<file path="config.mk">
export PLATFORM = sky130hd
export DESIGN_NAME = hazard_response_unit
export DESIGN_NICKNAME = d
export VERILOG_FILES = /design/src/rtl/hazard_response_unit.sv
export SDC_FILE = /design/constraint.sdc
export NUM_CORES = 1
export LEC_CHECK = 0
export CORE_MARGIN = 10
export CORE_UTILIZATION = 31
export CTS_CLUSTER_DIAMETER = 200
export DETAILED_ROUTE_END_ITERATION = 16
export PLACE_DENSITY = 0.57
export SLEW_MARGIN = 5
export SYNTH_ARGS = -nofsm -noshare
export SYNTH_HDL_FRONTEND = slang
export SYNTH_SLANG_ARGS = --single-unit
export TNS_END_PERCENT = 1
</file>
<file path="constraint.sdc">
create_clock -name clk -period 1.71 [get_ports clk]
set_input_delay 0.342 -clock clk [delete_from_list [all_inputs] [get_ports clk]]
set_output_delay 0.342 -clock clk [all_outputs]
set_load 0.02 [all_outputs]
</file>
<file path="src/rtl/hazard_response_unit.sv">
// Hazard response: turns the ID-stage hazard vector, stall and branch_taken into PC/IF-ID holds,
// IF/ID flushes, ID/EX bubbles and registered EX forwarding selects, and counts stall cycles.
module hazard_response_unit #(
  parameter int STALL_CYCLES = 1,
  parameter int FLUSH_CYCLES = 1,
  parameter int CNT_W        = 16
) (
  input  logic             clk,
  input  logic             rst,
  input  logic [10:0]      haz,
  input  logic             stall,
  input  logic             branch_taken,
  output logic             pc_en,
  output logic             ifid_en,
  output logic             ifid_flush,
  output logic             idex_bubble,
  output logic [1:0]       fwd_a_sel,
  output logic [1:0]       fwd_b_sel,
  output logic [1:0]       fwd_br_sel,
  output logic [1:0]       fwd_r0_sel,
  output logic [1:0]       fwd_st_sel,
  output logic [CNT_W-1:0] stall_count
);

  localparam int MAX_LEN = (STALL_CYCLES > FLUSH_CYCLES) ? STALL_CYCLES : FLUSH_CYCLES;
  localparam int CW      = $clog2(MAX_LEN + 1);
  localparam logic [CW-1:0] STALL_LOAD = CW'(STALL_CYCLES - 1);
  localparam logic [CW-1:0] FLUSH_LOAD = CW'(FLUSH_CYCLES - 1);

  typedef enum logic [1:0] {
    RUN   = 2'd0,
    STALL = 2'd1,
    FLUSH = 2'd2
  } state_t;

  // state is the observable FSM state for assertions and debug probes.
  state_t        state;
  logic [CW-1:0] cnt;

  function automatic logic [1:0] pick(input logic newer, input logic older);
    if (newer)      pick = 2'b01;
    else if (older) pick = 2'b10;
    else            pick = 2'b00;
  endfunction

  always_comb begin
    pc_en       = 1'b1;
    ifid_en     = 1'b1;
    ifid_flush  = 1'b0;
    idex_bubble = 1'b0;
    if (rst) begin
      pc_en       = 1'b0;
      ifid_en     = 1'b0;
      ifid_flush  = 1'b1;
      idex_bubble = 1'b1;
    end else if (branch_taken) begin
      ifid_flush  = 1'b1;
      idex_bubble = 1'b1;
    end else begin
      case (state)
        RUN: begin
          if (stall) begin
            pc_en       = 1'b0;
            ifid_en     = 1'b0;
            idex_bubble = 1'b1;
          end
        end
        STALL: begin
          pc_en       = 1'b0;
          ifid_en     = 1'b0;
          idex_bubble = 1'b1;
        end
        FLUSH: begin
          ifid_flush  = 1'b1;
          idex_bubble = 1'b1;
        end
        default: ;
      endcase
    end
  end

  always_ff @(posedge clk) begin
    if (rst) begin
      state       <= RUN;
      cnt         <= '0;
      fwd_a_sel   <= 2'b00;
      fwd_b_sel   <= 2'b00;
      fwd_br_sel  <= 2'b00;
      fwd_r0_sel  <= 2'b00;
      fwd_st_sel  <= 2'b00;
      stall_count <= '0;
    end else begin
      // A taken branch overrides any hold in progress and restarts the flush window.
      if (branch_taken) begin
        if (FLUSH_CYCLES > 1) begin
          state <= FLUSH;
          cnt   <= FLUSH_LOAD;
        end else begin
          state <= RUN;
          cnt   <= '0;
        end
      end else begin
        case (state)
          RUN: begin
            if (stall && (STALL_CYCLES > 1)) begin
              state <= STALL;
              cnt   <= STALL_LOAD;
            end
          end
          STALL, FLUSH: begin
            if (cnt <= CW'(1)) begin
              state <= RUN;
              cnt   <= '0;
            end else begin
              cnt <= cnt - 1'b1;
            end
          end
          default: begin
            state <= RUN;
            cnt   <= '0;
          end
        endcase
      end

      // A bubble entering ID/EX must not carry forwarding selects.
      if (idex_bubble) begin
        fwd_a_sel  <= 2'b00;
        fwd_b_sel  <= 2'b00;
        fwd_br_sel <= 2'b00;
        fwd_r0_sel <= 2'b00;
        fwd_st_sel <= 2'b00;
      end else begin
        fwd_a_sel  <= pick(haz[1], haz[0]);
        fwd_b_sel  <= pick(haz[2], haz[3]);
        fwd_br_sel <= pick(haz[4], haz[5]);
        fwd_r0_sel <= pick(haz[6], haz[7]);
        if (haz[10])     fwd_st_sel <= 2'b01;
        else if (haz[8]) fwd_st_sel <= 2'b10;
        else if (haz[9]) fwd_st_sel <= 2'b11;
        else             fwd_st_sel <= 2'b00;
      end

      if (!pc_en && (stall_count != {CNT_W{1'b1}}))
        stall_count <= stall_count + 1'b1;
    end
  end

endmodule

</file>
**Yosys cells after proc, flatten, opt, wreduce, memory -nomap -nowiden**

Index checks and enable logic that the tools add are counted.

- Memory bits (writable): 0
- Latch bits: 0
- Memory bits (read-only): 0
- Register bits: 29
- Input bits: 15
- Logic and storage cells: 59
- Output and inout bits: 30
- Memories: 0

- Reductions and logical operators: 12
- Bitwise logic cells: 1
- Multipliers: 0
- Multiplexer cells: 26
- Equal/unequal tests: 4
- Shift-type cells: 0
- Add/sub/neg operators: 2
- Divide/modulo/power cells: 0
- $lt $le $gt $ge: 1

Operator list:

| operator | number |
|---|---|
| 16-bit by 1-bit adder with 16-bit output, second input constant | 1 |
| 16-bit != test, second input constant | 1 |
| 1-bit two-way mux | 15 |
| 3-bit OR reduction | 5 |
| 2-bit two-way mux | 7 |
| 1-bit one-hot mux with 2 select lines | 3 |
| 2-bit OR reduction | 3 |
| 2-bit one-hot mux with 2 select lines | 1 |
| 2-bit by 1-bit equality test with 1-bit output, second input constant | 1 |
| 2-bit equality test, second input constant | 1 |
| 2-bit zero test | 1 |
| 2-bit by 1-bit != test with 1-bit output, second input constant | 1 |
| 2-bit AND reduction | 1 |
| 1-bit less-or-equal comparator, second input constant | 1 |
| 1-bit logical AND | 1 |
| 1-bit zero test | 1 |
| 1-bit NOT | 1 |
| 1-bit subtractor, second input constant | 1 |

**Depth between registers and ports, before layout**

- Depth after elaboration: 6
- Mapped depth: 6
- Mapped depth without buffers: 5

**Least setup slack after synthesis**

Ideal clock, no wire load.

- Kind: flip-flop to flip-flop
- From: register stall_count[0]
- To: register stall_count[14]
- Data required time: 1.640 ns
- Buffers on the path: 0
- Arrival: 1.665 ns
- Setup slack: -0.026 ns
- Cell stages (with the launch flop): 6
- Clock period less this slack: 1.736 ns
- Library setup time: 0.070 ns
- Cells stage by stage: dfxtp_1 > ha_1 > and3_1 > o221ai_1 > or4_1 > a21oi_1

- Cells in the longest elaborated chain, start to end: 2
- Elaborated cells between the ends (all ways): 3
- Those cells by class: 1 x add/sub; 1 x eq/ne; 1 x reduce/logical

Ends and longest elaborated chain:

| item | RTL line | RTL |
|---|---|---|
| from (decl) | 22 | `output logic [CNT_W-1:0] stall_count` |
| from (signal assigned) | 144 | `stall_count <= stall_count + 1'b1;` |
| branches (longest 2 deep; another with 16-bit by 1-bit adder with 16-bit output) | -- |  |

Several ways; the timed one is not identified.
A chain may end at the register's enable or synchronous reset.

**Final worst setup path**

- From: register stall_count[15]
- To: output stall_count[15]

No word-level cell between the ends.

==> out/metrics.csv <==
stage,metric,value,unit
layout,# diodes,0,
route,DRT iter0 DRCs,68,
timing,final setup fails,0,
critical_path,slowest CP cell,clkdlybuf4s50_1,
timing,Worst Skew,0.00424,ns
layout,fin nets,203,
power,Net Switching,0.273,mW
layout,share of cells above drive strength 1,0.220,
timing,Peak Freq,611,MHz
timing,setup TNS,0,ns
timing,Final min period,1.64,ns
placement,hpwl dp,2650,um
timing,worst setup margin,0.0746,ns
power,static leakage,0.788,nW
floorplanning,# rows,22,
clock_network,clock buffer count from CTS,3,
critical_path,CP bufs+invs,1,
clock_network,clock root buffer,clkbuf_8,
synth,number of flops mapped to enable cells by yosys,0,
global_route,initial antenna violation count,0,
synth,dominant synthesized flop cell,dfxtp_1,
critical_path,Crit path arrival time,1.29,ns
floorplanning,die width,82.1,um
critical_path,critical path class,flip-flop to output port,
power,share of power burned in the clock network,0.399,
clock_network,CTS sink count,26,
timing,Final Hold Fails,0,
route,final WL,3410,um
synth,Synth Area per Inst,9.27,um2
route,post-DR vias/cell,5.15,
critical_path,CP required,1.37,ns
placement,Port Buffers,44,
run_status,outcome,finished clean,
global_route,gr usage total,0.104,
timing,hold slack,0.452,ns
floorplanning,Initial Util,0.324,
synth,"Net Count, Synth",145,
critical_path,crit path capture type,output port,
power,Gate power share,0.113,
job,max-cap violations,0,
synth,ys async rst share,0,
synth,Ys Warns,0,
timing,RSZ-0062 raised after global routing,yes,
clock_network,worst skew pair latency,0.27,ns
placement,Placement Setup Slack,-0.463,ns
critical_path,dominant delay contributor by cell family on the critical path,buffers and inverters,
critical_path,worst-path fanout max,4,
synth,Post-synth top cells,"dfxtp_1, a21oi_1, nand3_1",
route,antenna-violating nets left,0,
synth,cell with the most instances after synthesis,dfxtp_1,
clock_network,worst-case clock buffer depth,2,
power,Int Power,1.01,mW
floorplanning,core area,0.00369,mm2
synth,count of cell types in the netlist,39,
timing,Worst Max-Slew Pin Slew,0.375,ns
placement,Routability Congestion,0.818,
global_route,first-pass GRT wire length,5600,um
global_route,grt total ovfl,0,
power,total power draw,1.28,mW
clock_network,CTS tree,built,
power,Flop pwr share,0.487,
synth,Synth area leaders,"dfxtp_1, a21oi_1, o31ai_1, or4_1, nand3_1",
critical_path,critical-path cell list,clkdlybuf4s50_1,
clock_network,clk slew on worst S/H paths,0.09,ns
synth,register bit total from synthesis,26,
global_route,number of global-route vias before repair,1272,
floorplanning,boundary pin count,45,
hold_path,Hold Path Class,input port to flip-flop,
synth,Gate Count Post-Synth,129,
power,P per Cell Area,676,mW/mm2
synth,sequential share of the synthesized area,0.435,
layout,Area growth syn-to-layout,58.5,%
route,routed len/inst,14.6,um
route,DR DRC count,0,
power,Net Sw Frac,0.213,
critical_path,CP peak stage delay,0.63,ns
power,maximum vdd drop,0.300,mV
global_route,largest net degree at the start of global routing,18,
route,routed via count,1205,
route,First-pass DRT Iterations,4,
clock_network,H-Tree Level Count,1,
timing,Slew headroom,0.748,
synth,"Cell Area, Synth",0.00120,mm2
floorplanning,Die ar.,0.00674,mm2
floorplanning,Die Y,82.1,um
timing,fin crit share,0.956,
synth,"area leader, netlist",dfxtp_1,
layout,Fillers,363,
synth,post-synth top area share,0.435,
critical_path,startpoint types,flip-flop,
timing,"Slew Viols, Final",0,
==> routing by layer <==
| metal | up-vias | wire length [um] | global-route usage |
|---|---|---|---|
| met4 | 0 | 44 | 0.0374 |
| met1 | 554 | 1350 | 0.0979 |
| met3 | 4 | 399 | 0.0616 |
| met2 | 36 | 1620 | 0.183 |
| li1 | 611 | - | - |
| met5 | - | 0 | 0 |
==> worst reg2reg max path: cells and delay by family, from the launching register on <==
kind	cells	cell delay, ns
AO/OA/AOI/OAI	1	0.15
AND/OR/NAND/NOR	3	0.86
flip-flops	1	0.38
buffers and inverters	1	0.18
==> flip-flops by register name (all words and copies together), names as in the netlist <==
register and flops:
fwd_a_sel 2, fwd_b_sel 2, fwd_br_sel 2, fwd_r0_sel 2, fwd_st_sel 2, stall_count 16
==> final timing paths <==
check | from | endpoint | slack [ns] | cells past startpoint
min reg2reg | stall_count[11] | stall_count[11] | 0.52 | 2
min | rst | stall_count[0] | 0.45 | 3
max reg2reg | stall_count[9] | stall_count[9] | 0.09 | 5
max | stall_count[15] | stall_count[15] | 0.07 | 1
==> through the flow <==
step           instance area (um2)  utilization  cells
6_report                      1900        0.514    234
3_5_place_dp                  1770        0.479    229
3_3_place_gp                  1770        0.479    229
2_1_floorplan                 1200            -    129
4_1_cts                       1850        0.500    233
5_1_grt                       1900        0.514    234
==> cell usage in the layout (no fill, tap or decap), types with 5 or more instances in the layout <==
| cell | Yosys | final |
|---|---|---|
| inv_1 | 6 | 6 |
| clkdlybuf4s50_1 | 0 | 24 |
| buf_4 | 1 | 16 |
| nor2_1 | 6 | 5 |
| a21oi_1 | 13 | 13 |
| nand3_1 | 7 | 6 |
| o31ai_1 | 6 | 6 |
| dfxtp_1 | 26 | 23 |
| dlygate4sd2_1 | 0 | 11 |
| o21ai_0 | 6 | 6 |
| or4_1 | 6 | 6 |
| dlymetal6s2s_1 | 0 | 5 |
==> cell type report <==
class,instances,area (um2),area share
Clock buffer,3,41.3,0.0218
Clock inverter,1,30.0,0.0158
Inverter,6,22.5,0.0119
Multi-Input combinational cell,90,658,0.347
Sequential cell,26,527,0.278
Tap cell,48,60.1,0.0317
Timing Repair Buffer,60,557,0.294
==> power groups by stage <==
stage / clock network (mW) / logic [mW] / registers [mW]
floorplan: 0 / 0.0430 / 0.650
global placement: 0 / 0.137 / 0.637
detailed placement: 0 / 0.140 / 0.637
CTS: 0.527 / 0.142 / 0.623
global route: 0.556 / 0.157 / 0.627
finish: 0.512 / 0.145 / 0.625
==> cell families after synthesis <==
logic type | after synthesis | synth area share
buffers and inverters | 13 | 0.0575
adders and majority gates | 1 | 0.0105
DFF | 26 | 0.435
and+or+nand+nor | 53 | 0.301
AOI/OAI and AO/OA | 35 | 0.186
muxes | 1 | 0.00941
==> what timing repair did <==
| action | in CTS | in global routing |
|---|---|---|
| setup endpoints to repair | 22 | 20 |
| hold buffers | 0 | 0 |
| setup buffers | 0 | 1 |
| resized for setup | 35 | 12 |
Power figures use the tool's default switching activity.
